==> config.mk <==
export PLATFORM = sky130hd
export DESIGN_NAME = rxuart_fifo
export DESIGN_NICKNAME = d
export VERILOG_FILES = /design/src/rtl/rxuart_fifo.sv
export SDC_FILE = /design/constraint.sdc
export NUM_CORES = 1
export LEC_CHECK = 0
export ABC_AREA = 1
export CORE_MARGIN = 2
export CORE_UTILIZATION = 40
export CTS_CLUSTER_DIAMETER = 40
export DETAILED_ROUTE_END_ITERATION = 16
export SETUP_SLACK_MARGIN = 0.05
export SLEW_MARGIN = 30
export SYNTH_ARGS = -nofsm -noshare
export SYNTH_HDL_FRONTEND = slang
export SYNTH_SLANG_ARGS = --single-unit
==> constraint.sdc <==
create_clock -name i_clk -period 2.7 [get_ports i_clk]
set_input_delay 0.27 -clock i_clk [delete_from_list [all_inputs] [get_ports i_clk]]
set_output_delay 0.27 -clock i_clk [all_outputs]
set_load 0.02 [all_outputs]
==> src/rtl/rxuart_fifo.sv <==
// Receive FIFO behind the UART receiver: queues {break, frame_err, parity_err, data}
// in a first-word-fall-through buffer with fill, half-full and sticky overflow status.
module rxuart_fifo #(
  parameter int LGFLEN = 4
) (
  input  logic              i_clk,
  input  logic              i_reset_n,
  input  logic              i_wr,
  input  logic [7:0]        i_data,
  input  logic              i_break,
  input  logic              i_parity_err,
  input  logic              i_frame_err,
  input  logic              i_flush,
  input  logic              i_rd,
  input  logic              i_clr_ovfl,
  output logic              o_empty_n,
  output logic [10:0]       o_rdata,
  output logic [LGFLEN:0]   o_fill,
  output logic              o_half,
  output logic              o_overflow
);

  localparam logic [LGFLEN:0] DEPTH = (LGFLEN+1)'(1) << LGFLEN;
  localparam logic [LGFLEN:0] HALF  = (LGFLEN+1)'(1) << (LGFLEN-1);

  logic [10:0]       mem [0:(1<<LGFLEN)-1];
  logic [LGFLEN-1:0] wr_ptr, rd_ptr, rd_nxt;
  logic              pend_par, pend_frm, brk_d, brk_pend;
  logic              brk_rise, brk_push, push, pop, push_ok, dropped;
  logic [10:0]       wdata;
  logic [LGFLEN:0]   fill_nxt;

  always_comb begin
    brk_rise = i_break & ~brk_d;
    // A break edge colliding with a data write waits in brk_pend for a free cycle
    brk_push = ~i_wr & (brk_rise | brk_pend);
    push     = i_wr | brk_push;
    pop      = i_rd & o_empty_n;
    push_ok  = push & ((o_fill != DEPTH) | pop);
    dropped  = push & ~push_ok;
    wdata    = {brk_push, pend_frm | i_frame_err, pend_par | i_parity_err,
                i_wr ? i_data : 8'h00};
    rd_nxt   = rd_ptr + 1'b1;
    fill_nxt = o_fill;
    if (push_ok & ~pop)      fill_nxt = o_fill + 1'b1;
    else if (pop & ~push_ok) fill_nxt = o_fill - 1'b1;
  end

  always_ff @(posedge i_clk)
    if (push_ok & ~i_flush) mem[wr_ptr] <= wdata;

  always_ff @(posedge i_clk or negedge i_reset_n) begin
    if (!i_reset_n) begin
      wr_ptr     <= '0;
      rd_ptr     <= '0;
      o_fill     <= '0;
      o_half     <= 1'b0;
      o_empty_n  <= 1'b0;
      o_rdata    <= '0;
      o_overflow <= 1'b0;
      pend_par   <= 1'b0;
      pend_frm   <= 1'b0;
      brk_d      <= 1'b0;
      brk_pend   <= 1'b0;
    end else begin
      brk_d <= i_break;
      if (dropped & ~i_flush) o_overflow <= 1'b1;
      else if (i_clr_ovfl)    o_overflow <= 1'b0;

      if (i_flush) begin
        wr_ptr    <= '0;
        rd_ptr    <= '0;
        o_fill    <= '0;
        o_half    <= 1'b0;
        o_empty_n <= 1'b0;
        pend_par  <= 1'b0;
        pend_frm  <= 1'b0;
        brk_pend  <= 1'b0;
      end else begin
        if (push_ok) wr_ptr <= wr_ptr + 1'b1;
        if (pop)     rd_ptr <= rd_nxt;
        o_fill <= fill_nxt;
        o_half <= (fill_nxt >= HALF);

        if (push) begin
          pend_par <= 1'b0;
          pend_frm <= 1'b0;
        end else begin
          pend_par <= pend_par | i_parity_err;
          pend_frm <= pend_frm | i_frame_err;
        end

        if (i_wr & brk_rise) brk_pend <= 1'b1;
        else if (brk_push)   brk_pend <= 1'b0;

        // Head register: prefetch on pop (forwarding a same-cycle write), else load when idle-empty
        if (pop) begin
          o_rdata   <= (push_ok && wr_ptr == rd_nxt) ? wdata : mem[rd_nxt];
          o_empty_n <= (o_fill > (LGFLEN+1)'(1)) | push_ok;
        end else if (!o_empty_n && o_fill != '0) begin
          o_rdata   <= mem[rd_ptr];
          o_empty_n <= 1'b1;
        end
      end
    end
  end

endmodule

Yosys cells after proc, flatten, opt, wreduce, memory -nomap -nowiden --
Memory sizes are Yosys's and may differ from the RTL's. Index checks and enable logic that the tools add are counted.
Word-level totals: register bits after elaboration 31, memory bits (writable) 176, input bits 17, output and inout port bits 19, logic and storage cells 78, memories 1
Memories:
- mem | depth 16, bits a word 11, read ports 2, clocked after Yosys merged registers in 0, write ports 1, RTL line 26 | logic [10:0] mem [0:(1<<LGFLEN)-1];
Operators by class: $add $sub $neg 4, $lt $le $gt $ge 2, equality and inequality tests 2, muxes and demuxes 26, bitwise operators 21, reduce and logical (&&, ||, !) cells 11
Operators with widths (count):
- 11-bit 2-to-1 mux | 3
- 4-bit 2-to-1 mux | 4
- 1-bit 2-to-1 mux | 15
- 5-bit 2-to-1 mux | 3
- 1-bit bitwise AND | 10
- 4-bit by 1-bit adder with 4-bit output, second input constant | 2
- 8-bit 2-to-1 mux | 1
- 2-bit nonzero test | 4
- 1-bit bitwise OR | 6
- 3-bit nonzero test | 2
- 5-bit by 1-bit adder with 5-bit output, second input constant | 1
- 5-bit by 4-bit >= comparator with 1-bit output, second input constant | 1
- 5-bit by 1-bit greater-than comparator with 1-bit output, second input constant | 1
- 5-bit inequality test, second input constant | 1
- 1-bit inverter | 5
- 5-bit nonzero test | 1
- 5-bit by 1-bit subtractor with 5-bit output, second input constant | 1
- 4-bit equality test | 1
- 1-bit logical AND | 2
- 2-bit AND reduction | 1
- 1-bit zero test | 1

Depth between registers and ports, before layout --
Gate-level depths: netlist of the first run.
depth in word-level cells 12, gate-level depth with buffers 15

Worst setup path before layout of the first run --
OpenSTA, ideal clock, no wires.
path kind reg2reg, start point register o_fill[0], end point memory mem[12][0] (enable), library setup time 0.378 ns, data arrival time 1.941 ns, data required time 2.322 ns, setup slack 0.381 ns, stages on the path, launching flop included 8, path buffers 0, period minus slack after synthesis 2.319 ns, cell sequence dfrtp_1 inv_1 ha_1 nand2_1 o21ai_4 nor2_1 nand2_1 nor2_1
Between the ends: longest elaborated chain between the ends 6
RTL lines:
- from (decl) | RTL line 18 | output logic [LGFLEN:0] o_fill,
- from (signal assigned) | RTL line 82 | o_fill <= fill_nxt;
- 5-bit inequality test | RTL line 39 | push_ok = push & ((o_fill != DEPTH) | pop);
- 1-bit bitwise OR | RTL line 39
- 1-bit bitwise AND | RTL line 39
- 1-bit bitwise AND | RTL line 50 | if (push_ok & ~i_flush) mem[wr_ptr] <= wdata;
- 1-bit 2-to-1 mux | RTL line 50
- 1-bit 2-to-1 mux (implied by the code) | RTL line 50
- to (decl) | RTL line 26
No other way between the ends.

Final worst setup path of the first run --
start point register rd_ptr[0], end point register o_rdata[5]
Between the ends: longest elaborated chain between the ends 5, elaborated cells between the ends (all ways) 7, those cells by class add/sub: 1; eq/ne: 1; mux: 3; reduce/logical: 1; memory: 1
RTL lines:
- from (decl) | RTL line 27 | logic [LGFLEN-1:0] wr_ptr, rd_ptr, rd_nxt;
- from (signal assigned) | RTL line 81 | if (pop) rd_ptr <= rd_nxt;
- branches (longest 4 deep; another with memory read 16 x 11 bit)
- 11-bit 2-to-1 mux (*) | RTL line 97 | if (pop) begin
- to (signal assigned) | RTL line 98 | o_rdata <= (push_ok && wr_ptr == rd_nxt) ? wdata : mem[rd_nxt];
- to (signal assigned) | RTL line 101 | o_rdata <= mem[rd_ptr];
- to (decl) | RTL line 17 | output logic [10:0] o_rdata,
Mark *: on every way between the ends. The select of a mux whose other input is x is not followed. A chain may end at the register's enable or synchronous reset.

==> results of run 1 <==
==> cell type report <==
cell class | count | share of cell area (%)
well taps | 378 | 3.542
inverters | 203 | 5.707
clock inverters | 25 | 2.005
repair buffers | 93 | 6.073
multi-input cells | 861 | 30.26
clock buffers | 39 | 6.982
flip-flops and latches | 207 | 45.43
==> routing by layer <==
metal  routed length (um)  track usage, %
met5                    0               0
met4                 1492           10.67
met3                 3411           4.761
met2                14770           34.71
met1                14820           34.31
==> registers in the layout, indices dropped and copies added, names as in the netlist <==
name and flops:
wr_ptr 4, brk_pend 1, pend_par 1, rd_ptr 4
o_half 1, o_rdata 11, o_fill 5, o_overflow 1
o_empty_n 1, mem 176, pend_frm 1, brk_d 1
==> metrics by stage <==
stage          hold slack [ns]  power, mW  instances
2_1_floorplan         -0.02559      6.010       1353
3_3_place_gp            0.4666      6.990       1742
3_5_place_dp            0.4645      6.993       1742
4_1_cts                 0.2340      11.52       1806
5_1_grt                 0.2654      12.08       1806
6_report                0.2263      11.53       1806
==> power breakdown <==
part / leakage, nW / internal, mW / total, mW / switching, mW
combinational: 3.16 / 1.02 / 3.22 / 2.20
clock: 0.591 / 2.90 / 4.52 / 1.62
sequential: 2.01 / 3.67 / 3.79 / 0.126
==> cell families (layout without fill, tap and decap cells) <==
logic type,Yosys count,in the layout,share of synthesized area (%)
and+or+nand+nor,735,735,28.04
buffers and inverters,285,360,10.77
DFF,207,207,53.58
AOI/OAI and AO/OA,113,113,6.305
adders and majority gates,9,9,0.9955
xor gates and xnor gates,4,4,0.3098
==> cells in the final DEF, fill, tap and decap left out, types with 29 or more instances in the layout <==
| master | netlist | final |
|---|---|---|
| nand2_1 | 432 | 432 |
| nand3_1 | 247 | 247 |
| inv_1 | 194 | 193 |
| edfxtp_1 | 176 | 176 |
| buf_4 | 12 | 56 |
| o211ai_1 | 49 | 49 |
| o21ai_0 | 46 | 46 |
| clkbuf_16 | 0 | 36 |
| clkdlybuf4s50_1 | 0 | 35 |
| nor2_1 | 30 | 30 |
| dfrtp_1 | 31 | 29 |
==> worst min path at each step <==
stage / from / depth (start not counted) / to
floorplan: i_reset_n / 0 / brk_d
global placement: o_rdata[8] / 2 / o_rdata[8]
detailed placement: o_rdata[10] / 2 / o_rdata[10]
CTS: i_reset_n / 1 / o_rdata[3]
global route: i_reset_n / 1 / o_rdata[3]
finish: i_reset_n / 1 / o_rdata[3]
==> synthesized netlist by cell type (all sizes together) <==
master and n:
nand2 435, nand3 258, inv 200, edfxtp 176, buf 68, o211ai 49
o21ai 48, nor2 32, dfrtp 31, clkbuf 14, a21oi 11, ha 9
nor3 7, clkinv 3, o22ai 3, xor2 3, nand4 2, nand3b 1
o21a 1, o32ai 1, xnor2 1
==> Flow_metrics.wiki, run 1 <==
{| class="wikitable"
! Metric !! Value
|-
| Initial Utilization || 40.72%
|-
| Cell-by-cell trace of the critical path || ha_2 -> buf_4 -> nand3_1 -> nand3_1 -> nand3_1 -> nand2_1 -> nand2_1 -> nand2_1 -> nand2_1 -> nand2_1
|-
| Worst-case headroom to the max-slew limit || 38.76%
|-
| DP Wirelength || 23220 um
|-
| DRC violations left || 0
|-
| CTS tree || yes
|-
| Run status || finished, final reports clean
|-
| Total length of routed wires || 34500 um
|-
| Average cell area after synthesis || 8.361 sq um
|-
| Top post-synthesis cells by area || edfxtp_1 47%, nand2_1 14%, nand3_1 11%, dfrtp_1 6.9%, inv_1 6.4%
|-
| Number of nets in the final layout || 1427
|-
| Die outline area || 29640 sq um
|-
| Core Util, Final || 48.06%
|-
| Achievable clock frequency || 0.4161 GHz
|-
| Sequential standard cell area || 6066 sq um
|-
| Crit-path leading delay family || simple AND/OR/NAND/NOR gates
|-
| Worst EP arrival || 2.84 ns
|-
| Data required time of the worst path || 3.13 ns
|-
| Hold buffer count at CTS || 0
|-
| Classification of the worst-slack hold path || in -> async
|-
| Crit Reg-Reg Endpoint || o_rdata[5]
|-
| Fraction of the cycle the final worst path needs || 89.01%
|-
| Static Leakage || 5.754 nW
|-
| R2R Path Start || rd_ptr[0]
|-
| Type of the setup path with the least slack || reg -> reg
|-
| Mapped Area || 11310 sq um
|-
| Detailed-route wire length per cell || 19.10 um
|-
| Post-CTS Setup Repair Bufs || 0
|-
| First-pass GRT wire length || 52450 um
|-
| Final setup margin || 0.2966 ns
|-
| Fraction of synthesized cell area taken by the top area cell type || 46.72%
|-
| Maximum vdd ir drop || 0.4694 mV
|-
| Routed vias || 9574
|-
| Pins over their slew limit || 0
|-
| Clock insertion delay at the later pin of the skew report || 0.52 ns
|-
| Nature of the critical path startpoint || flip-flop
|-
| Setup crit start || rd_ptr[0]
|-
| Flops & latches, synth || 207
|-
| Area delta synth->final || 18.03%
|-
| Number of detailed-route iterations in the first pass || 5
|-
| Fraction of final layout cells sized beyond drive strength 1 || 10.15%
|-
| Final Instance Area || 13350 sq um
|-
| End point of the critical path || o_rdata[5]
|-
| Clock input transition at the sequential cells of the worst setup and hold paths || 0.05 ns
|-
| Pre-CTS setup slack || 0.1839 ns
|-
| Register area share after synthesis || 53.58%
|-
| Die boundary width || 172.2 um
|-
| Core Area || 27780 sq um
|-
| Maximum number of pins on one net before global-route repair || 145
|-
| Count of clock tree sinks || 207
|-
| Routed vias/inst || 5.301
|-
| Total of cells resized after clock tree synthesis || 0
|-
| Setup_tns || 0 ns
|-
| Setup slack of the worst register-to-register path || 0.30 ns
|-
| Standard-cell rows || 61
|-
| Vias in the first global route || 8752
|-
| Number of top-level pins || 36
|-
| Cell with the biggest individual delay on the critical path || buf_4
|-
| First-iteration detailed-routing DRC count || 1121
|-
| Worst Setup End Kind || flip-flop
|-
| Stages on worst setup path || 10
|-
| Power Density || 863.4 nW/um^2
|-
| Most prevalent standard cell on the critical path || nand2_1
|-
| Number of antenna-violating nets in the routed design || 0
|-
| Max-capacitance violation count || 0
|-
| Count of endpoints failing setup in the final report || 0
|-
| Antenna fix cells || 0
|-
| Buffers plus inverters on the worst setup path || 1
|-
| Least-Margin Pin Slew || 0.9186 ns
|-
| Final weighted congestion in routability-driven placement || 0.9348
|-
| Antenna violations before repair || 0
|-
| Total clock buffers created by CTS || 35
|-
| Number of cells produced by synthesis || 1353
|-
| Yosys warnings || 0
|-
| Number of H-tree branching levels || 2
|-
| Fillers || 2652
|-
| Setup clock skew after layout || 0.03025 ns
|-
| Biggest area consumer among synthesized cells || edfxtp_1
|-
| Count of cell types in the netlist || 31
|-
| Synthesized netlist net count || 1379
|-
| Worst-path fanout max || 51
|-
| Die height || 172.2 um
|-
| Maximum buffer depth of the clock tree || 3
|-
| Cell chosen for the clock root || clkbuf_16
|-
| Number of cells on the worst reg-to-reg path || 10
|-
| Port bufs || 35
|-
| Post-route minimum period || 2.403 ns
|-
| Aggregate global-route resource usage || 23.84%
|-
| Total gr overflow || 0
|-
| Count of endpoints failing hold in the final timing report || 0
|-
| Unrepaired setup endpoints after global routing || false
|-
| Area taken by multi-input logic gates || 4040 sq um
|-
| Max stage delay on crit path || 0.54 ns
|-
| DP Area || 12150 sq um
|}
Note: power is estimated with default switching activity, not from simulation.
==> run 2: changes to the inputs <==
Settings changed: CAP_MARGIN set to 20.
==> results of run 2 <==
No change in the layout: final DEF, timing and power equal those of run 1.
==> run 3: changes to the inputs <==
Settings changed: TNS_END_PERCENT set to 30.
Clock period 2.7 ns to 2.6 ns, I/O delays scaled along.
==> run 3 against run 2 <==
  * Die area unchanged
  * Combinational power up 4%
  * Core utilization rose by 0.52 points
  * Largest cell class unchanged
  * Largest power group unchanged
  * Highest routed layer unchanged
==> Flow_metrics.wiki, run 3 (synthesis results as in run 1) <==
{| class="wikitable"
! Metric !! Value
|-
| Crit-path leading delay family || buffers and inverters
|-
| Max stage delay on crit path || 0.51 ns
|-
| Cell-by-cell trace of the critical path || buf_4 -> inv_2 -> buf_12 -> buf_4 -> nand2_1 -> nand3_1 -> nand3_1 -> nand3_1 -> nand3_1 -> nand2_1 -> inv_1 -> nand2_1 -> nand2_1
|-
| Aggregate global-route resource usage || 23.98%
|-
| Count of endpoints failing hold in the final timing report || 0
|-
| Fraction of final layout cells sized beyond drive strength 1 || 10.79%
|-
| Nature of the critical path startpoint || flip-flop
|-
| Max-capacitance violation count || 0
|-
| Least-Margin Pin Slew || 0.7321 ns
|-
| Clock input transition at the sequential cells of the worst setup and hold paths || 0.05 ns
|-
| Total clock buffers created by CTS || 36
|-
| Most frequent standard cell in the layout excluding fill and tap cells || nand2_1
|-
| Initial Utilization || 40.72%
|-
| Total length of routed wires || 35190 um
|-
| Reg with most FFs || mem
|-
| Count of clock tree sinks || 207
|-
| Worst Setup End Kind || flip-flop
|-
| Antenna violations before repair || 0
|-
| Number of detailed-route iterations in the first pass || 6
|-
| Count of endpoints failing setup in the final report || 0
|-
| Commonest cells after routing, fill and taps aside || 431 x nand2_1, 247 x nand3_1, 193 x inv_1
|-
| DP Wirelength || 23780 um
|-
| Buffers plus inverters on the worst setup path || 5
|-
| Post-route minimum period || 2.343 ns
|-
| Fraction of the cycle the final worst path needs || 90.13%
|-
| Leading registers by flop count || mem: 176 flops, o_rdata: 11 flops, o_fill: 5 flops
|-
| Number of flip-flops in the largest register || 176
|-
| Fillers || 2660
|-
| Setup clock skew after layout || 0.02551 ns
|-
| Die outline area || 29640 sq um
|-
| Routed vias/inst || 5.308
|-
| Maximum vdd ir drop || 0.4741 mV
|-
| CTS tree || yes
|-
| Number of top-level pins || 36
|-
| Maximum number of pins on one net before global-route repair || 126
|-
| Cell chosen for the clock root || clkbuf_16
|-
| Detailed-route wire length per cell || 19.39 um
|-
| Power Density || 891.7 nW/um^2
|-
| Number of H-tree branching levels || 2
|-
| Vias in the first global route || 8806
|-
| Cell with the biggest individual delay on the critical path || dfrtp_4
|-
| Clock insertion delay at the later pin of the skew report || 0.52 ns
|-
| Routed vias || 9634
|-
| Worst EP arrival || 2.73 ns
|-
| DRC violations left || 0
|-
| Worst-case headroom to the max-slew limit || 51.04%
|-
| Final weighted congestion in routability-driven placement || 0.9244
|-
| Area delta synth->final || 19.31%
|-
| Pins over their slew limit || 0
|-
| Die boundary width || 172.2 um
|-
| Final Instance Area || 13500 sq um
|-
| Number of nets in the final layout || 1438
|-
| Post-CTS Setup Repair Bufs || 0
|-
| Number of antenna-violating nets in the routed design || 0
|-
| Type of the setup path with the least slack || reg -> reg
|-
| Port bufs || 35
|-
| Setup_tns || 0 ns
|-
| Standard-cell rows || 61
|-
| Classification of the worst-slack hold path || in -> async
|-
| Maximum buffer depth of the clock tree || 3
|-
| Hold_ws || 0.2027 ns
|-
| Run status || finished, final reports clean
|-
| Core Util, Final || 48.58%
|-
| First-pass GRT wire length || 52740 um
|-
| DP Area || 12270 sq um
|-
| Die height || 172.2 um
|-
| Worst-path fanout max || 93
|-
| Antenna fix cells || 0
|-
| Achievable clock frequency || 0.4267 GHz
|-
| Core Area || 27780 sq um
|-
| First-iteration detailed-routing DRC count || 1162
|-
| Unrepaired setup endpoints after global routing || false
|-
| Data required time of the worst path || 2.99 ns
|-
| Total gr overflow || 0
|-
| Static Leakage || 5.819 nW
|}
## run 3: cell types whose count changed in the layout (fill, tap and decap cells not counted), moves of 2 or more
cell and change:
clkbuf_1 +3, clkinvlp_4 +2, clkinv_2 -3, inv_8 +2, buf_4 +5, clkinv_1 -3
buf_12 +4
## run 3: timing repair
action / in CTS / in global routing
cloned: 0 / 0
resized for setup: 1 / 1
hold buffers: 0 / 0
endpoints found under the hold margin: 0 / 0
endpoints found under the setup margin: 11 / 1
## run 3: layout make-up
type                            count  area, sq um  share of cell area (%)
Multi-Input combinational cell    861         4043                   29.95
Timing Repair Buffer              103        939.7                   6.962
Inverter                          203        762.0                   5.646
Clock inverter                     20        245.2                   1.817
Clock buffer                       43        968.4                   7.175
Sequential cell                   207         6066                   44.94
Tap cell                          378        473.0                   3.504
## run 3: path summary, 6_finish.rpt
path | start | to | slack, ns | depth (start not counted)
setup / recovery | rd_ptr[0] | o_rdata[8] | 0.26 | 13
hold / removal | i_reset_n | o_rdata[9] | 0.20 | 1
setup reg to reg | rd_ptr[0] | o_rdata[8] | 0.26 | 13
hold reg to reg | o_rdata[7] | o_rdata[7] | 0.47 | 2
max in group asynchronous | i_reset_n | o_overflow | 1.68 | 2
min in group i_clk | i_break | brk_d | 0.25 | 1
## run 3: per-stage QoR
step                      cells  setup WS, ns  total power [mW]
after global placement     1752       0.09673             7.275
after detailed placement   1752       0.06538             7.282
after global routing       1815        0.1488             12.58
after floorplan            1353        0.2808             6.241
after CTS                  1815        0.2235             12.05
final                      1815        0.2566             12.04
## run 3: metal layers
layer / vias to the layer above / global-route usage [%] / wire length, um
met5: - / 0 / 0
met3: 79 / 5.013 / 3203
met1: 4533 / 32.77 / 14890
met4: 0 / 11.14 / 1671
met2: 454 / 36.60 / 15420
li1: 4568 / - / -
## run 3: power breakdown
group	switching [mW]	internal, mW	total, mW	leakage, nW
sequential	0.134	3.81	3.94	2.01
clock	1.67	3.08	4.75	0.587
combinational	2.23	1.11	3.35	3.23
